<file path="src/rtl/sram_d_arbiter.sv">
// Two-master round-robin OBI arbiter in front of the SRAM data port.
// An in-order ID FIFO routes each response back to its issuing master.
module sram_d_arbiter #(
   parameter logic [31:0] SRAM_BASE_ADDR = 32'h8000_0000,
   parameter logic [31:0] SRAM_END_ADDR  = 32'h8000_C000,
   parameter int unsigned MAX_OUTST      = 2
) (
   input  logic        clk_i,
   input  logic        rst_ni,
   input  logic        m0_req_i,
   output logic        m0_gnt_o,
   input  logic [31:0] m0_addr_i,
   input  logic        m0_we_i,
   input  logic [3:0]  m0_be_i,
   input  logic [31:0] m0_wdata_i,
   output logic        m0_rvalid_o,
   output logic [31:0] m0_rdata_o,
   output logic        m0_err_o,
   input  logic        m1_req_i,
   output logic        m1_gnt_o,
   input  logic [31:0] m1_addr_i,
   input  logic        m1_we_i,
   input  logic [3:0]  m1_be_i,
   input  logic [31:0] m1_wdata_i,
   output logic        m1_rvalid_o,
   output logic [31:0] m1_rdata_o,
   output logic        m1_err_o,
   output logic        sram_d_req_o,
   input  logic        sram_d_gnt_i,
   output logic [31:0] sram_d_addr_o,
   output logic        sram_d_we_o,
   output logic [3:0]  sram_d_be_o,
   output logic [31:0] sram_d_wdata_o,
   input  logic        sram_d_rvalid_i,
   input  logic [31:0] sram_d_rdata_i,
   output logic        protocol_err_o
);

   localparam int unsigned PtrW = (MAX_OUTST > 1) ? $clog2(MAX_OUTST) : 1;
   localparam int unsigned CntW = PtrW + 1;
   localparam logic [CntW-1:0] CntFull = CntW'(MAX_OUTST);

   logic [MAX_OUTST-1:0] fifo_id_q, fifo_id_d;
   logic [MAX_OUTST-1:0] fifo_err_q, fifo_err_d;
   logic [PtrW-1:0]      wptr_q, wptr_d;
   logic [PtrW-1:0]      rptr_q, rptr_d;
   logic [CntW-1:0]      cnt_q, cnt_d;
   logic                 prio_q, prio_d;
   logic                 perr_q, perr_d;

   logic        fifo_empty, fifo_full;
   logic        head_id, head_err;
   logic        pop, push, accept_ok;
   logic        sel_m1, sel_req, in_range, grant;
   logic [31:0] sel_addr, sel_wdata, rsp_data;
   logic        sel_we;
   logic [3:0]  sel_be;

   always_comb begin
      fifo_empty = (cnt_q == '0);
      fifo_full  = (cnt_q == CntFull);
      head_id    = fifo_id_q[rptr_q];
      head_err   = fifo_err_q[rptr_q];
      // Error entries retire on their own; forwarded ones wait for the SRAM beat.
      pop        = !fifo_empty && (head_err || sram_d_rvalid_i);
      accept_ok  = !fifo_full || pop;

      sel_req   = m0_req_i | m1_req_i;
      sel_m1    = m1_req_i && (!m0_req_i || prio_q);
      sel_addr  = sel_m1 ? m1_addr_i  : m0_addr_i;
      sel_we    = sel_m1 ? m1_we_i    : m0_we_i;
      sel_be    = sel_m1 ? m1_be_i    : m0_be_i;
      sel_wdata = sel_m1 ? m1_wdata_i : m0_wdata_i;
      in_range  = (sel_addr >= SRAM_BASE_ADDR) && (sel_addr < SRAM_END_ADDR);

      sram_d_req_o   = sel_req && in_range && accept_ok;
      sram_d_addr_o  = sram_d_req_o ? sel_addr  : '0;
      sram_d_we_o    = sram_d_req_o ? sel_we    : 1'b0;
      sram_d_be_o    = sram_d_req_o ? sel_be    : '0;
      sram_d_wdata_o = sram_d_req_o ? sel_wdata : '0;

      grant    = in_range ? (sram_d_gnt_i && sram_d_req_o) : (sel_req && accept_ok);
      push     = grant;
      m0_gnt_o = grant && !sel_m1;
      m1_gnt_o = grant && sel_m1;

      rsp_data    = head_err ? '0 : sram_d_rdata_i;
      m0_rvalid_o = pop && !head_id;
      m1_rvalid_o = pop && head_id;
      m0_rdata_o  = m0_rvalid_o ? rsp_data : '0;
      m1_rdata_o  = m1_rvalid_o ? rsp_data : '0;
      m0_err_o    = m0_rvalid_o && head_err;
      m1_err_o    = m1_rvalid_o && head_err;
      protocol_err_o = perr_q;
   end

   always_comb begin
      fifo_id_d  = fifo_id_q;
      fifo_err_d = fifo_err_q;
      wptr_d     = wptr_q;
      rptr_d     = rptr_q;
      if (push) begin
         fifo_id_d[wptr_q]  = sel_m1;
         fifo_err_d[wptr_q] = !in_range;
         wptr_d             = wptr_q + PtrW'(1);
      end
      if (pop) begin
         rptr_d = rptr_q + PtrW'(1);
      end
      cnt_d  = cnt_q + CntW'(push) - CntW'(pop);
      prio_d = push ? !sel_m1 : prio_q;
      // A beat with nothing forwarded at the head is dropped and flagged.
      perr_d = perr_q | (sram_d_rvalid_i && (fifo_empty || head_err));
   end

   always_ff @(posedge clk_i or negedge rst_ni) begin
      if (!rst_ni) begin
         fifo_id_q  <= '0;
         fifo_err_q <= '0;
         wptr_q     <= '0;
         rptr_q     <= '0;
         cnt_q      <= '0;
         prio_q     <= 1'b0;
         perr_q     <= 1'b0;
      end else begin
         fifo_id_q  <= fifo_id_d;
         fifo_err_q <= fifo_err_d;
         wptr_q     <= wptr_d;
         rptr_q     <= rptr_d;
         cnt_q      <= cnt_d;
         prio_q     <= prio_d;
         perr_q     <= perr_d;
      end
   end

endmodule

</file>
<file path="config.mk">
export PLATFORM = sky130hd
export DESIGN_NAME = sram_d_arbiter
export DESIGN_NICKNAME = d
export VERILOG_FILES = /design/src/rtl/sram_d_arbiter.sv
export SDC_FILE = /design/constraint.sdc
export NUM_CORES = 1
export LEC_CHECK = 0
export BUFFER_PORTS_ARGS = -buffer_cell sky130_fd_sc_hd__buf_2
export CAP_MARGIN = 20
export CORE_AREA = 2 2 123 125
export DETAILED_ROUTE_END_ITERATION = 16
export DIE_AREA = 0 0 125 127
export PLACE_DENSITY = 0.5
export SLEW_MARGIN = 10
export SYNTH_ARGS = -nofsm -noshare
export SYNTH_HDL_FRONTEND = slang
export SYNTH_SLANG_ARGS = --single-unit
</file>
<file path="constraint.sdc">
create_clock -name clk_i -period 2.1 [get_ports clk_i]
set_clock_uncertainty 0.05 [all_clocks]
set_input_delay 0.315 -clock clk_i [delete_from_list [all_inputs] [get_ports clk_i]]
set_output_delay 0.315 -clock clk_i [all_outputs]
set_load 0.01 [all_outputs]
</file>
==> results.txt, run 1 <==
Num CTS Buffers = 3
Via/cell ratio = 4.31
CP Launch Point = m0_addr_i[18]
Pwr Density = 815 nW/um^2
Final setup TNS = -38.96 ns
Clock Path Buffers = 2
Final nets = 928
Area grow syn2layout = 162%
Netlist cell types = 43
Post-DRT Antenna Nets = 0
R2r worst-path depth = 13
Hold path start = sram_d_rvalid_i
H-tree Lvls = 1
FILL cells = 1489
Maximum resistive drop on vdd = 0.000465 V
WHS Path Cells = 3
Tmin final = 2.66 ns
Rows = 44
DIE WIDTH = 125 um
Tcrit/Tclk final = 127%
Arr. time, crit path = 2.30 ns
Maximum clock rate = 375 MHz
Final setup fails = 126
Sequential area share after synthesis = 11.0%
Final Non-Filler Cells = 934
Clk slew on worst S/H paths = 0.04 ns
RePlAce Congestion = 0.781
Synth warnings = 0
Final WL = 14600 um
Failing checks = negative setup slack
Lkg Pwr = 2.90 nW
Post-synth EDFFs = 0
Critical path type = primary input to output pin
Root buffer cell = clkbuf_16
# placed instances = 891
Main combinational cell family by area after synthesis = simple AND/OR/NAND/NOR gates
Worst-Skew Late Latency = 0.24 ns
P_int = 2.64 mW
Die area = 15900 um^2
Synth Area in Compound Gates = 28.4%
Post-synthesis register bit count = 10
Post-route worst setup slack = -0.564 ns
CP Launch Type = primary input
First-pass GRT wire length = 20600 um
Crit end category = output pin
Port Buffers = 301
RSZ-0062 raised after global routing = yes
Ys flop type = dfrtp_1
Gr usage total = 16.1%
Status = finished, violations left
Worst hold margin = 0.359 ns
Syn avg cell area = 5.84 um^2
Core box area = 14400 um^2
Async S/R FF share, synth = 100%
Initial antenna violation count = 1
Vias in the first global route = 3984
Starting Density = 15.8%
Part of the power in the clock network = 8.1%
GRT overflow = 0
Die Y = 127 um
Adder-Cell Fraction of Synth Area = 1.10%
Io pins = 317
Vias = 4025
WP data required = 1.74 ns
NetSw = 2.23 mW
Layout cells sized above 1 = 66.9%
Clock sinks = 10
Drc violations = 0
Slew Viols, Final = 0
XOR/XNOR Fraction of Synth Area = 1.15%
Mux share of post-synthesis cell area = 1.42%
Initial DRC Count = 92
Comb power frac = 85.0%
Post-Synthesis Cells = 391
Largest net degree at the start of global routing = 36
Flop pwr share = 7.0%
Detailed Routing Iterations Pass 1 = 4
Number of max-cap violations = 0
Crit path max fanout = 6
Sw Share = 45.8%
RR Startpoint = prio_q$_DFFE_PN0N_
Hold crit path type = primary input to flop
Synth Area in Simple Gates = 44.5%
Endpoints failing hold = 0
Avg WL per Cell = 15.6 um
CTS tree = yes
DPL Wire Length = 10700 um
Mapped Area = 2280 um^2
==> power by group through the flow <==
stage,combinational [mW],sequential [mW],clock [mW]
floorplan,1.32,0.334,0
global placement,2.41,0.335,0
global route,4.39,0.355,0.408
detailed placement,2.40,0.334,0
finish,4.14,0.340,0.393
CTS,3.45,0.341,0.402
==> Yosys cell counts (2+ instances only) <==
library cell  instances  share of area (%)
ha_1                  2                1.1
nor4b_1               2               0.77
clkbuf_1             22                3.6
nand3_1               2               0.44
inv_1                 7                1.2
a32o_1                3                1.3
a21oi_2              48                 18
a21oi_1               8                1.8
o31ai_1               2               0.66
o221ai_1              2               0.77
dfrtp_1              10                 11
nor2b_1               3               0.82
mux2_2                2               0.99
xnor2_1               3                1.2
o21ai_0               2               0.44
nand2_1             147                 24
buf_4                15                4.9
nor3_1                3               0.66
nor2_1               71                 12
buf_6                 5                2.5
or4_1                 4                1.3
o22ai_1               2               0.55
nor4_1                6                1.6
==> logic make-up after synthesis <==
logic type                 count (synthesis)
buffers and inverters                     50
and+or+nand+nor                          246
AOI/OAI and AO/OA                         76
adders and majority gates                  2
muxes                                      3
xor gates and xnor gates                   3
DFF                                       10
other                                      1
==> placed cells by master (no fill, tap or decap), drive strengths merged, types with 3 or more instances in the layout <==
master and instances:
o21ai 3, clkbuf 8, nor2b 3, nor3 3, conb 15, a32o 3, a21oi 56, nor4 7
xnor2 3, dfrtp 10, buf 376, inv 5, or4 4, nand2 147, nor2 71
==> final timing paths <==
| check | slack [ns] | end |
|---|---|---|
| max reg2reg | -0.40 | cnt_q[1]$_DFF_PN0_ |
| max | -0.56 | sram_d_wdata_o[11] |
| min reg2reg | 0.43 | protocol_err_o$_DFF_PN0_ |
| min | 0.36 | protocol_err_o$_DFF_PN0_ |
| min in group asynchronous | 0.45 | protocol_err_o$_DFF_PN0_ |
| max in group asynchronous | 1.34 | fifo_err_q[0]$_DFFE_PN0P_ |
==> critical path: stages <==
cell and delay, ns:
buf_6 0.09, or4b_4 0.55, a2111oi_4 0.45, and2_4 0.23
o21ai_4 0.10, buf_12 0.16, buf_12 0.14, a21oi_4 0.13
buf_6 0.12
==> cell type report <==
class                           instances  area (um^2)  share of cell area [%]
Multi-Input combinational cell        346         2500                    41.8
Inverter                                7         36.3                   0.607
Clock buffer                            4         88.8                    1.49
Tap cell                              184          230                    3.85
Timing Repair Buffer                  382         2880                    48.1
Antenna cell                            1         2.50                  0.0418
Sequential cell                        10          250                    4.18
==> per-layer routing <==
layer / vias to the layer above / wire (um) / GRT usage (%)
met5: - / 0 / 0
met4: 0 / 478 / 5.36
met3: 25 / 1090 / 3.31
met2: 223 / 8340 / 33.8
met1: 1807 / 4650 / 15.4
li1: 1970 / - / -
==> sequential cells by signal, summed over array words and instances (netlist names) <==
register / count
fifo_id_q: 2
wptr_q: 1
rptr_q: 1
fifo_err_q: 2
prio_q: 1
protocol_err_o: 1
cnt_q: 2
==> what timing repair did <==
action | 4_1_cts | 5_1_grt
endpoints found under the hold margin | 10 | 0
cloned | 11 | 7
pin swaps | 10 | 24
buffers inserted | 19 | 5
gates resized for setup | 97 | 82
endpoints found under the setup margin | 127 | 129
hold buffers | 1 | 0
==> per-stage QoR <==
stage               instance area, um^2  power (mW)  utilization [%]  worst slack, ns
floorplan                          2770        1.65                -           -0.345
global placement                   4670        2.74             32.4           -0.606
detailed placement                 4670        2.73             32.4           -0.607
CTS                                5550        4.19             38.5           -0.573
global route                       5980        5.15             41.4           -0.617
finish                             5980        4.87             41.5           -0.564
Note: power is estimated with default switching activity, not from simulation.
==> run 2, diff against run 1 <==
BUFFER_PORTS_ARGS = default   (was -buffer_cell sky130_fd_sc_hd__buf_2)
DONT_BUFFER_PORTS = 1   (was default)
PLACE_DENSITY = 0.3   (was 0.5)
==> run 2 against run 1 <==
Effect of this change: the flow still finishes with violations (negative setup slack); total power fell by 38%; non-clock buffer count fell by 341; clock power down 15%; sequential power is 1% lower; cell count shrank 37%; register-to-register slack gained 0.30 ns; via count shrank 32%; clock-buffer cell count fell by 1; utilization decreased by 17 points; hold slack worse by 0.21 ns; critical endpoint is now sram_d_wdata_o[13]; largest cell class is now multi-input gates.
==> results.txt, run 2 (synthesis gave the netlist of run 1 again) <==
Status = finished, violations left
Failing checks = negative setup slack
Final setup TNS = -11.19 ns (+27.77 ns)
Worst-Skew Late Latency = 0.23 ns (about the same)
Initial DRC Count = 145 (+58%)
RR Startpoint = prio_q$_DFFE_PN0N_
H-tree Lvls = 1 (unchanged)
Vias = 2739 (-32%)
Via/cell ratio = 4.64 (+7.7%)
RSZ-0062 raised after global routing = yes
DIE WIDTH = 125 um (unchanged)
Endpoints failing hold = 0 (unchanged)
Tmin final = 2.38 ns (-0.288 ns)
Worst path bufs/invs = 2 (-2)
FILL cells = 1585 (+6.4%)
Gr usage total = 10.4% (-5.7 points)
Hold crit path type = primary input to flop
Starting Density = 15.8% (unchanged)
R2r worst-path depth = 11 (-2)
Io pins = 317 (unchanged)
DPL Wire Length = 7670 um (-29%)
Maximum resistive drop on vdd = 0.000577 V (+24%)
Diodes inserted = 0 (-1)
CP Cell Sequence = or4_4 -> a2111oi_4 -> and2_4 -> o21ai_4 -> buf_12 -> clkbuf_16 -> a21oi_4
Post-DRT Antenna Nets = 0 (unchanged)
Clock sinks = 10 (unchanged)
CP Launch Type = primary input
Critical path's slowest cell = or4_4
Layout cells sized above 1 = 37.7% (-29 points)
CP Depth = 7 (-2)
Final Non-Filler Cells = 590 (-37%)
WP data required = 1.74 ns (about the same)
CP peak stage delay = 0.53 ns (-0.02 ns)
Port Buffers = 0 (-100%)
# placed instances = 576 (-35%)
Utilization after layout = 24.2% (-17 points)
Number of max-cap violations = 0 (unchanged)
Final nets = 586 (-37%)
Lkg Pwr = 1.12 nW (-61%)
Cell family with most CP delay = simple AND/OR/NAND/NOR gates
Drc violations = 0 (unchanged)
Worst setup endpoint = sram_d_wdata_o[13]
FF-to-FF setup slack = -0.10 ns (+0.30 ns)
Num CTS Buffers = 3 (unchanged)
Tcrit/Tclk final = 113% (-14 points)
Critical path type = primary input to output pin
Die area = 15900 um^2 (unchanged)
Avg WL per Cell = 16.1 um (+3.6%)
Core box area = 14400 um^2 (unchanged)
Initial antenna violation count = 0 (-1)
Root buffer cell = clkbuf_16
RePlAce Congestion = 0.719 (-8.0%)
Vias in the first global route = 2503 (-37%)
Tightest Pin Transition = 0.518 ns
Maximum clock rate = 421 MHz (+12%)
Crit end category = output pin
CP Launch Point = m0_addr_i[29]
Die Y = 127 um (unchanged)
Post-route worst setup slack = -0.276 ns (+0.288 ns)
Rows = 44 (unchanged)
Final WL = 9530 um (-35%)
GRT overflow = 0 (unchanged)
CTS tree = yes
Slew headroom = 65.4%
Most frequent cells in the layout = nand2_1 (146), a21oi_4 (51), nor2_1 (37), buf_4 (26), nor2_2 (25)
Final setup fails = 59 (-53%)
Crit path max fanout = 7 (+1)
Clock Path Buffers = 2 (unchanged)
Clk slew on worst S/H paths = 0.04 ns (about the same)
Pwr Density = 870 nW/um^2 (+6.8%)
Area grow syn2layout = 52.7%
Largest net degree at the start of global routing = 54 (+50%)
Biggest regs = cnt_q x2, fifo_err_q x2, fifo_id_q x2
Detailed Routing Iterations Pass 1 = 4 (unchanged)
R2R Path End = cnt_q[1]$_DFF_PN0_
Arr. time, crit path = 2.01 ns (-0.29 ns)
Slew Viols, Final = 0 (unchanged)
Commonest non-fill, non-tap cell in the layout = nand2_1
First-pass GRT wire length = 13500 um (-34%)
Power, Total = 3.03 mW (-38%)
-- run 2: report_power, final --
part	total (mW)	internal, mW	leakage (nW)	switching (mW)
registers	0.335	0.275	0.112	0.0602
clock network	0.335	0.247	0.0370	0.0877
logic	2.36	0.859	0.973	1.50
total	3.03	1.38	1.12	1.65
-- run 2: final cells by class --
| class | count | area, um^2 | share of cell area (%) |
|---|---|---|---|
| clock buffer | 3 | 75.1 | 2.15 |
| inverter | 7 | 31.3 | 0.897 |
| multi-input combinational | 345 | 2410 | 69.2 |
| sequential | 10 | 250 | 7.18 |
| tap | 184 | 230 | 6.60 |
| timing repair buffer | 41 | 488 | 14.0 |
-- run 2: per-stage QoR --
step	worst slack, ns	cell area, um^2	hold WS, ns
final	-0.276	3490	0.146
after global placement	-0.368	3040	-0.0303
after CTS	-0.321	3430	0.145
after floorplan	-0.345	2770	-0.0306
after detailed placement	-0.387	3040	-0.0302
after global routing	-0.362	3490	0.140
-- run 2: metal layers --
layer | up-vias | track usage [%] | wire length [um]
met5 | - | 0 | 0
met4 | 0 | 0.784 | 31
met3 | 4 | 1.88 | 695
met2 | 173 | 20.0 | 5150
met1 | 1279 | 12.5 | 3660
li1 | 1283 | - | -
-- run 2: repair_timing --
action / in CTS / in global routing
buffers inserted: 8 / 1
endpoints found under the hold margin: 10 / 0
setup endpoints to repair: 92 / 93
resized for setup: 53 / 9
cloned: 2 / 1
pin swaps: 6 / 6
hold buffers: 1 / 0
-- run 2: how the worst min path moves through the flow --
| stage | slack (ns) | cells past startpoint | start | endpoint |
|---|---|---|---|---|
| 6_report | 0.15 | 1 | sram_d_rvalid_i | protocol_err_o$_DFF_PN0_ |
| 5_1_grt | 0.14 | 1 | sram_d_rvalid_i | protocol_err_o$_DFF_PN0_ |
| 4_1_cts | 0.14 | 1 | sram_d_rvalid_i | protocol_err_o$_DFF_PN0_ |
| 3_5_place_dp | -0.03 | 0 | rst_ni | fifo_id_q[0]$_DFFE_PN0P_ |
| 3_3_place_gp | -0.03 | 0 | rst_ni | fifo_id_q[1]$_DFFE_PN0P_ |
| 2_1_floorplan | -0.03 | 0 | rst_ni | cnt_q[0]$_DFF_PN0_ |
-- run 2: worst reg2reg max path, stage by stage, from the launching register on --
cell and delay (ns):
dfrtp_1 0.38, nand2b_4 0.17, a2111oi_4 0.31, and2_4 0.22, buf_4 0.12, nor2_2 0.04, o21ai_1 0.14, ha_1 0.25
inv_2 0.07, ha_4 0.13, xnor2_2 0.12, xnor2_1 0.13
==> run 3, diff against run 2 <==
RECOVER_POWER = 50   (was default)
==> run 3 against run 2 <==
Effect of this change: the run still ends with negative setup slack left; sequential power about the same; worst setup slack about the same; combinational power about the same; die area unchanged; clock power about the same; via count decreased by 0.26%; clock-buffer cell count unchanged; hold slack about the same; sequential cell count unchanged; highest routed layer unchanged.
==> results.txt, run 3 (synthesis gave the netlist of run 1 again) <==
Status = finished, violations left
Failing checks = negative setup slack
Root buffer cell = clkbuf_16
Arr. time, crit path = 2.01 ns (about the same)
Maximum clock rate = 421 MHz (about the same)
Endpoints failing hold = 0 (unchanged)
CP Launch Type = primary input
Io pins = 317 (unchanged)
Post-route worst setup slack = -0.276 ns (+0.0000830 ns)
RePlAce Congestion = 0.719 (unchanged)
Vias in the first global route = 2503 (unchanged)
Worst Hold End = protocol_err_o$_DFF_PN0_
Cell area after layout = 3480 um^2 (-0.22%)
Clock sinks = 10 (unchanged)
Met2 wire length = 5140 um (-0.12%)
Final setup fails = 59 (unchanged)
Initial antenna violation count = 0 (unchanged)
Rows = 44 (unchanged)
Gr usage total = 10.4% (unchanged)
Multi-input gate area = 2410 um^2 (unchanged)
Drc violations = 0 (unchanged)
Post-DRT Antenna Nets = 0 (unchanged)
M1 WL = 3650 um (about the same)
Wire length on met3 = 691 um (-0.58%)
RSZ-0062 raised after global routing = yes
CTS tree = yes
Die area = 15900 um^2 (unchanged)
Final setup TNS = -11.21 ns (-0.0147 ns)
R2R Path End = cnt_q[1]$_DFF_PN0_
FILL cells = 1587 (+0.13%)
Detailed Routing Iterations Pass 1 = 4 (unchanged)
Die Y = 127 um (unchanged)
Biggest regs = cnt_q x2, fifo_err_q x2, fifo_id_q x2
First-pass GRT wire length = 13500 um (unchanged)
Power, Total = 3.02 mW (-0.45%)
Clock Path Buffers = 2 (unchanged)
Slew Viols, Final = 0 (unchanged)
WHS Path Cells = 1 (unchanged)
Largest net degree at the start of global routing = 54 (unchanged)
H-tree Lvls = 1 (unchanged)
Slew headroom = 65.4% (about the same)
Worst hold margin = 0.146 ns (-0.00000700 ns)
Register area = 250 um^2 (unchanged)
Final Non-Filler Cells = 590 (unchanged)
Utilization after layout = 24.1% (-0.052 points)
Final nets = 586 (unchanged)
RR Startpoint = prio_q$_DFFE_PN0N_
Clk slew on worst S/H paths = 0.04 ns (about the same)
Avg WL per Cell = 16.1 um (-0.13%)
WP data required = 1.74 ns (about the same)
Initial DRC Count = 146 (+0.69%)
Core box area = 14400 um^2 (unchanged)
Layout cells sized above 1 = 37.2% (-0.49 points)
GRT overflow = 0 (unchanged)
DP Worst Slack = -0.387 ns (unchanged)
Placed cell area = 3040 um^2 (unchanged)
Tightest Pin Transition = 0.517 ns (-0.000901 ns)
Vias = 2732 (-0.26%)
Number of max-cap violations = 0 (unchanged)
Most frequent cells in the layout = nand2_1 (146), a21oi_4 (51), nor2_1 (37), nor2_2 (25), buf_4 (24)
Top routing layer used = met4
DIE WIDTH = 125 um (unchanged)
CP Launch Point = m0_addr_i[29]
Hold crit path type = primary input to flop
Tmin final = 2.38 ns (-0.0000830 ns)
Lkg Pwr = 1.11 nW (-0.69%)
Via/cell ratio = 4.63 (-0.26%)
Num CTS Buffers = 3 (unchanged)
Port Buffers = 0 (unchanged)
Critical path type = primary input to output pin
Crit path max fanout = 7 (unchanged)
R2r worst-path depth = 11 (unchanged)
Hold path start = sram_d_rvalid_i
# placed instances = 576 (unchanged)
Starting Density = 15.8% (unchanged)
DPL Wire Length = 7670 um (unchanged)
Maximum resistive drop on vdd = 0.000577 V (about the same)
Final WL = 9520 um (-0.13%)
Worst-Skew Late Latency = 0.23 ns (about the same)
Diodes inserted = 0 (unchanged)
Commonest non-fill, non-tap cell in the layout = nand2_1
Tcrit/Tclk final = 113% (about the same)
Pwr Density = 868 nW/um^2 (-0.24%)
FF-to-FF setup slack = -0.10 ns (about the same)
Crit end category = output pin
Area grow syn2layout = 52.4%
run 3: cell types whose count changed in the layout (fill, tap and decap cells not counted):
cell	delta
clkbuf_1	+2
buf_4	-2
run 3: timing repair:
action | 4_1_cts | 5_1_grt
pin swaps | 6 | 6
buffers inserted | 8 | 1
setup endpoints to repair | 92 | 93
cloned | 2 | 1
resized for setup | 53 | 9
hold buffers | 1 | 0
endpoints found under the hold margin | 10 | 0
run 3: worst max path at each step:
stage,end,cells after the start
4_1_cts,sram_d_wdata_o[22],7
6_report,sram_d_wdata_o[13],7
5_1_grt,sram_d_wdata_o[23],7
2_1_floorplan,cnt_q[1]$_DFF_PN0_,10
3_5_place_dp,cnt_q[1]$_DFF_PN0_,10
3_3_place_gp,cnt_q[1]$_DFF_PN0_,10
run 3: area by class of cell:
cell class	instances	share of cell area (%)
clock buffers	3	2.16
inverters	7	0.899
multi-input cells	345	69.3
flip-flops and latches	10	7.19
well taps	184	6.62
repair buffers	41	13.8
run 3: critical path, stage by stage:
cell and delay [ns]:
or4_4 0.53, a2111oi_4 0.35, and2_4 0.22, o21ai_4 0.13, buf_12 0.17, clkbuf_16 0.15, a21oi_4 0.13
run 3: routing by layer:
layer	vias to the layer above	track usage, %
met5	-	0
met4	0	0.784
met3	4	1.88
met2	172	20.0
met1	1273	12.5
li1	1283	-
run 3: report_power, final:
| group | switching, mW | internal (mW) |
|---|---|---|
| logic | 1.50 | 0.847 |
| clock network | 0.0877 | 0.247 |
| registers | 0.0602 | 0.275 |
